## src/rtl/imem_loader_if.sv

```systemverilog
// Loader byte stream, core fetch port and status lines of the instruction loader.
// The slave modport is the loader's view; the master modport is the stream source and core side.
interface imem_loader_if;
  logic [7:0]  ld_data;
  logic        ld_valid;
  logic        ld_ready;
  logic [15:0] imem_addr;
  logic [15:0] imem_rdata;
  logic        holt;
  logic        core_rst_n;
  logic        busy;
  logic        err;

  modport master (
    output ld_data, ld_valid, imem_addr, holt,
    input  ld_ready, imem_rdata, core_rst_n, busy, err
  );

  modport slave (
    input  ld_data, ld_valid, imem_addr, holt,
    output ld_ready, imem_rdata, core_rst_n, busy, err
  );
endinterface

```

## src/rtl/imem_loader.sv

```systemverilog
// Program loader: assembles a big-endian byte stream into 16-bit words, stores them,
// and holds the core in reset until the whole program has been received.
module imem_loader #(
  parameter int imem_size = 32
) (
  input  logic         clk,
  input  logic         rst,
  imem_loader_if.slave bus
);
  localparam int AW = $clog2(imem_size);

  typedef enum logic [2:0] {
    HDR_HI,
    HDR_LO,
    WORD_HI,
    WORD_LO,
    RUN,
    ERR
  } state_t;

  state_t      state;
  logic [15:0] n_words;
  logic [AW:0] wr_ptr;
  logic [7:0]  hi_byte;
  logic [15:0] mem [imem_size];
  logic        ld_ready_q;
  logic        core_rst_n_q;
  logic        err_q;

  logic        xfer;
  logic [15:0] hdr_full;
  logic        last_word;

  always_comb begin
    xfer      = bus.ld_valid && ld_ready_q;
    hdr_full  = {n_words[15:8], bus.ld_data};
    last_word = (16'(wr_ptr) == (n_words - 16'd1));
  end

  // Outputs are registered alongside the state, so each transition sets them
  // to the decode of the state being entered.
  always_ff @(posedge clk or posedge rst) begin
    if (rst) begin
      state        <= HDR_HI;
      n_words      <= '0;
      wr_ptr       <= '0;
      hi_byte      <= '0;
      mem          <= '{default: '0};
      ld_ready_q   <= 1'b1;
      core_rst_n_q <= 1'b0;
      err_q        <= 1'b0;
    end else begin
      case (state)
        HDR_HI: begin
          if (xfer) begin
            n_words[15:8] <= bus.ld_data;
            state         <= HDR_LO;
          end
        end
        HDR_LO: begin
          if (xfer) begin
            n_words[7:0] <= bus.ld_data;
            wr_ptr       <= '0;
            if (hdr_full == 16'd0) begin
              state        <= RUN;
              ld_ready_q   <= 1'b0;
              core_rst_n_q <= 1'b1;
            end else if ({1'b0, hdr_full} > 17'(imem_size)) begin
              state      <= ERR;
              ld_ready_q <= 1'b0;
              err_q      <= 1'b1;
            end else begin
              state <= WORD_HI;
            end
          end
        end
        WORD_HI: begin
          if (xfer) begin
            hi_byte <= bus.ld_data;
            state   <= WORD_LO;
          end
        end
        WORD_LO: begin
          if (xfer) begin
            mem[wr_ptr[AW-1:0]] <= {hi_byte, bus.ld_data};
            if (last_word) begin
              state        <= RUN;
              ld_ready_q   <= 1'b0;
              core_rst_n_q <= 1'b1;
            end else begin
              wr_ptr <= wr_ptr + {{AW{1'b0}}, 1'b1};
              state  <= WORD_HI;
            end
          end
        end
        RUN: begin
          if (bus.holt) begin
            state        <= HDR_HI;
            ld_ready_q   <= 1'b1;
            core_rst_n_q <= 1'b0;
          end
        end
        ERR: begin
        end
        default: begin
          state        <= HDR_HI;
          ld_ready_q   <= 1'b1;
          core_rst_n_q <= 1'b0;
          err_q        <= 1'b0;
        end
      endcase
    end
  end

  always_comb begin
    bus.imem_rdata = '0;
    if ({1'b0, bus.imem_addr} < 17'(imem_size)) begin
      bus.imem_rdata = mem[bus.imem_addr[AW-1:0]];
    end
  end

  assign bus.ld_ready   = ld_ready_q;
  assign bus.busy       = ld_ready_q;
  assign bus.core_rst_n = core_rst_n_q;
  assign bus.err        = err_q;
endmodule
```

## src/flat_wrapper.sv

```systemverilog
// flat-port wrapper written by rule: the top's interface ports become plain ports
module imem_loader_flat 
#(
  parameter int imem_size = 32
)
  (clk, rst, bus_ld_data, bus_ld_valid, bus_imem_addr, bus_holt, bus_ld_ready, bus_imem_rdata, bus_core_rst_n, bus_busy, bus_err);
  imem_loader_if bus_i ();
  input  logic clk;
  input  logic rst;
  input wire logic [$bits(bus_i.ld_data)-1:0] bus_ld_data;
  input wire logic [$bits(bus_i.ld_valid)-1:0] bus_ld_valid;
  input wire logic [$bits(bus_i.imem_addr)-1:0] bus_imem_addr;
  input wire logic [$bits(bus_i.holt)-1:0] bus_holt;
  output wire logic [$bits(bus_i.ld_ready)-1:0] bus_ld_ready;
  output wire logic [$bits(bus_i.imem_rdata)-1:0] bus_imem_rdata;
  output wire logic [$bits(bus_i.core_rst_n)-1:0] bus_core_rst_n;
  output wire logic [$bits(bus_i.busy)-1:0] bus_busy;
  output wire logic [$bits(bus_i.err)-1:0] bus_err;
  assign bus_i.ld_data = bus_ld_data;
  assign bus_i.ld_valid = bus_ld_valid;
  assign bus_i.imem_addr = bus_imem_addr;
  assign bus_i.holt = bus_holt;
  assign bus_ld_ready = bus_i.ld_ready;
  assign bus_imem_rdata = bus_i.imem_rdata;
  assign bus_core_rst_n = bus_i.core_rst_n;
  assign bus_busy = bus_i.busy;
  assign bus_err = bus_i.err;
  imem_loader #(.imem_size(imem_size)) u_core (.clk(clk), .rst(rst), .bus(bus_i));
endmodule
```

## config.mk

```make
export PLATFORM = sky130hd
export DESIGN_NAME = imem_loader_flat
export DESIGN_NICKNAME = d
export VERILOG_FILES = /design/src/rtl/imem_loader_if.sv /design/src/rtl/imem_loader.sv /design/src/flat_wrapper.sv
export SDC_FILE = /design/constraint.sdc
export NUM_CORES = 1
export LEC_CHECK = 0
export ABC_AREA = 1
export ABC_CLOCK_PERIOD_IN_PS = 45400
export CAP_MARGIN = 20
export CORE_MARGIN = 2
export CORE_UTILIZATION = 25
export CTS_CLUSTER_SIZE = 12
export DETAILED_ROUTE_END_ITERATION = 8
export GPL_TIMING_DRIVEN = 0
export PLACE_DENSITY = 0.39
export RECOVER_POWER = 50
export SYNTH_ARGS = -nofsm -noshare
export SYNTH_HDL_FRONTEND = slang
export SYNTH_SLANG_ARGS = --single-unit
```

## constraint.sdc

```tcl
create_clock -name clk -period 45.4 [get_ports clk]
set_input_delay 13.62 -clock clk [delete_from_list [all_inputs] [get_ports clk]]
set_output_delay 13.62 -clock clk [all_outputs]
set_load 0.01 [all_outputs]
```

==> results by group <==
Timing
  – Clock Skews: around 0.033 ns
  – Achievable Freq: about 32 MHz
  – Setup TNS: 0 ns
  – Finish-stage setup viols: 0
  – Rel. slew slack: -3.319
  – Final min period: 31.16 ns
  – Final hold viol count: 0
  – RSZ-0062 raised after global routing: no
  – Final Max Tran Viols: between 500 and 600
  – Least-Margin Pin Slew: approximately 6.5 ns
  – Worst hold slack: around 0.47 ns
  – Final worst-path cycle share: 0.6864
  – Setup ws final: roughly 14 ns

Die
  – # rows: around 120
  – Core footprint: between 0.1 and 0.15 mm^2
  – Die area: ~0.11 mm^2
  – Die Width: about 320 um
  – # IOs: 48
  – Chip height: about 320 um
  – Initial Util: 0.2524

Place
  – Routability cong.: ~0.94
  – PortBufs: 43
  – Post-Place Worst Slack: ~14 ns
  – Post-DP Area: 0.02835 mm^2
  – Post-detail-place hpwl: about 95000 um

Yosys
  – EDFF count, synth: 0
  – Post-synthesis sequential area ratio: 0.5325
  – Asr flop ratio synth: 1.000
  – Synthesis-stage register bit count: approximately 550
  – Most common flop cell mapped by yosys: dfrtp_1
  – Mapped Nets: 3140
  – Ys Warns: 0
  – Syn_area_per_cell: between 8 and 9 um^2
  – Synth Cell Area: between 0.02 and 0.03 mm^2
  – Syn Inst Count: 3107
  – Yosys cell types: 45

Clocking
  – Setup Buffers After CTS: 0
  – Inserted Clock Buffers: 70
  – Root buffer cell: clkbuf_16
  – Latest clock arrival within the worst-skew pair: 0.65 ns
  – Htree depth: 3
  – Post-cts hold buffer count: 0
  – Post_cts resized: 0
  – Clock transition at the registers of the reported paths: 0.05 ns
  – Clock sink count: between 500 and 600
  – Clk buf depth: 3
  – CTS tree: yes

Detailed routing
  – Vias per inst: between 5 and 6
  – DRC: 0
  – Via count: between 20000 and 25000
  – Drt total wl: approximately 130000 um
  – ANT nets after route: 0
  – WL per Instance: approximately 29 um
  – Initial DRC Count: ~2900
  – Drt pass-1 iters: 5

Final layout
  – Final #Nets: between 3000 and 4000
  – Fraction of layout cells with a size suffix above 1: 0.09900
  – Post-Layout Inst Area: 0.03040 mm^2
  – Fill count: 11140
  – Area Overhead vs Synth: 18.04%

Global routing
  – Vias in the first global route: 23490
  – Initial antenna violation count: 6
  – Total track usage: 0.2505
  – Remaining Overflow, GRT: 0
  – Global-route wire length before repair: 187200 um
  – Largest net degree at the start of global routing: about 120

Power and ir drop
  – Leak: about 13 nW
  – Power Dens Cells: 43.84 mW/mm^2
  – Final Power: about 0.0013 W
  – VDD IR max: around 0.000019 V

Outcome
  – Status: complete, but fails checks
  – Failing checks: max-capacitance violations, max-slew violations

Critical path
  – Crit Path Max Fanout: 10
  – Worst EP required: roughly 32 ns
  – Crit path kind: in -> out
  – Startpoint Class: input port
  – Flop2flop setup slack: just over 40 ns
  – CP Capture Type: output port
  – Arr. time, crit path: roughly 18 ns

Min path
  – Min-Delay Path Class: reg -> reg

Flow run
  – Total of max-cap violations: 9
==> cells in the final DEF, fill, tap and decap left out, types with 58 or more instances in the layout <==
master,count
inv_1,58
nand3_1,157
a21oi_1,179
o21ai_1,307
dfrtp_1,547
clkbuf_16,73
clkbuf_1,138
nor2_1,61
nand2_1,1075
o21ai_0,252
buf_2,122
==> through the flow <==
stage | std cells | utilization
final | 4675 | 0.2979
after global routing | 4672 | 0.2979
after CTS | 4669 | 0.2999
after detailed placement | 4545 | 0.2778
after global placement | 4518 | 0.2734
after floorplan | 3107 | -
==> routing by layer <==
layer / GRT usage / vias to the layer above / share of wire
li1: - / 10690 / -
met3: 0.05153 / 213 / 0.077
met1: 0.3564 / 12150 / 0.45
met2: 0.3695 / 968 / 0.43
met5: 0 / - / 0.00020
met4: 0.09984 / 4 / 0.040
==> cell families (layout without fill, tap and decap cells) <==
kind of cell,count (synthesis),in the layout,synth area share
xor+xnor,8,8,0.002721
buf+inv,327,523,0.05952
simple gates,1362,1362,0.2204
fa+ha+maj,5,5,0.002429
flops,548,548,0.5325
compound gates,857,857,0.1824
other cells,0,4,0
==> synth_stat cells (2+ instances only) <==
cell type / n / area [um^2]
a21oi_1: 179 / 895.9
a22oi_1: 27 / 202.7
a32o_1: 12 / 120.1
buf_1: 13 / 48.80
buf_2: 124 / 620.6
buf_4: 6 / 45.04
buf_6: 16 / 180.2
clkbuf_1: 100 / 375.4
clkbuf_2: 2 / 10.01
dfrtp_1: 547 / 13690
ha_1: 5 / 62.56
inv_1: 59 / 221.5
inv_2: 5 / 18.77
inv_4: 2 / 12.51
nand2_1: 1070 / 4016
nand2_2: 28 / 175.2
nand2_4: 2 / 22.52
nand3_1: 157 / 785.8
nand3b_1: 4 / 30.03
nand4_1: 7 / 43.79
nand4_4: 4 / 85.08
nor2_1: 57 / 214.0
nor2_2: 8 / 50.05
nor2_4: 4 / 45.04
nor2_8: 6 / 120.1
nor3_1: 8 / 40.04
nor4_1: 3 / 18.77
o211ai_1: 12 / 90.09
o21ai_0: 246 / 1231
o21ai_1: 310 / 1551
o21ai_2: 10 / 87.58
o221ai_1: 4 / 35.03
o22ai_1: 4 / 25.02
o311ai_0: 48 / 420.4
or2_2: 2 / 12.51
xnor2_1: 3 / 26.28
xor2_1: 5 / 43.79
==> area by class of cell <==
cell class                      count  area [um^2]  area share
Multi-Input combinational cell   2232        10430      0.3430
Timing Repair Buffer               72        770.7     0.02535
Sequential cell                   548        13710      0.4511
Buffer                            261         1261     0.04149
Clock inverter                     11        103.9    0.003416
Clock buffer                      113         2147     0.07063
Antenna cell                        4        10.01   0.0003293
Inverter                           66        252.7    0.008314
Tap cell                         1368         1712     0.05631
==> flip-flops by register name (all words and copies together) (netlist names) <==
register / count
u_core.state: 3
u_core.wr_ptr: 6
u_core.bus.err: 1
u_core.mem: 512
u_core.hi_byte: 8
u_core.bus.busy: 1
u_core.bus.core_rst_n: 1
u_core.n_words: 16
==> path summary, 6_finish.rpt <==
check | start | endpoint | cells past startpoint
setup / recovery | bus_imem_addr[0] | bus_imem_rdata[13] | 9
setup reg to reg | u_core.state[2] | u_core.mem[295] | 11
hold / removal | u_core.state[1] | u_core.bus.err | 1
min in group asynchronous | rst | u_core.n_words[14] | 2
max in group asynchronous | rst | u_core.mem[312] | 4
hold reg to reg | u_core.state[1] | u_core.bus.err | 1
==> critical path: stages <==
cell             delay, ns
buf_2                 0.17
inv_1                 0.11
buf_2                 0.25
buf_2                 0.50
a21oi_1               0.24
o311ai_0              1.07
nand3_1               0.38
a21oi_1               0.55
clkdlybuf4s50_1       0.64
==> report_power, final <==
group | switching (W) | total (W) | leakage (nW) | internal, W
registers | 0.0000191 | 0.000526 | 7.61 | 0.000506
clock network | 0.000232 | 0.000561 | 1.10 | 0.000329
logic | 0.000189 | 0.000247 | 4.20 | 0.0000571
Note: power is estimated with default switching activity, not from simulation.
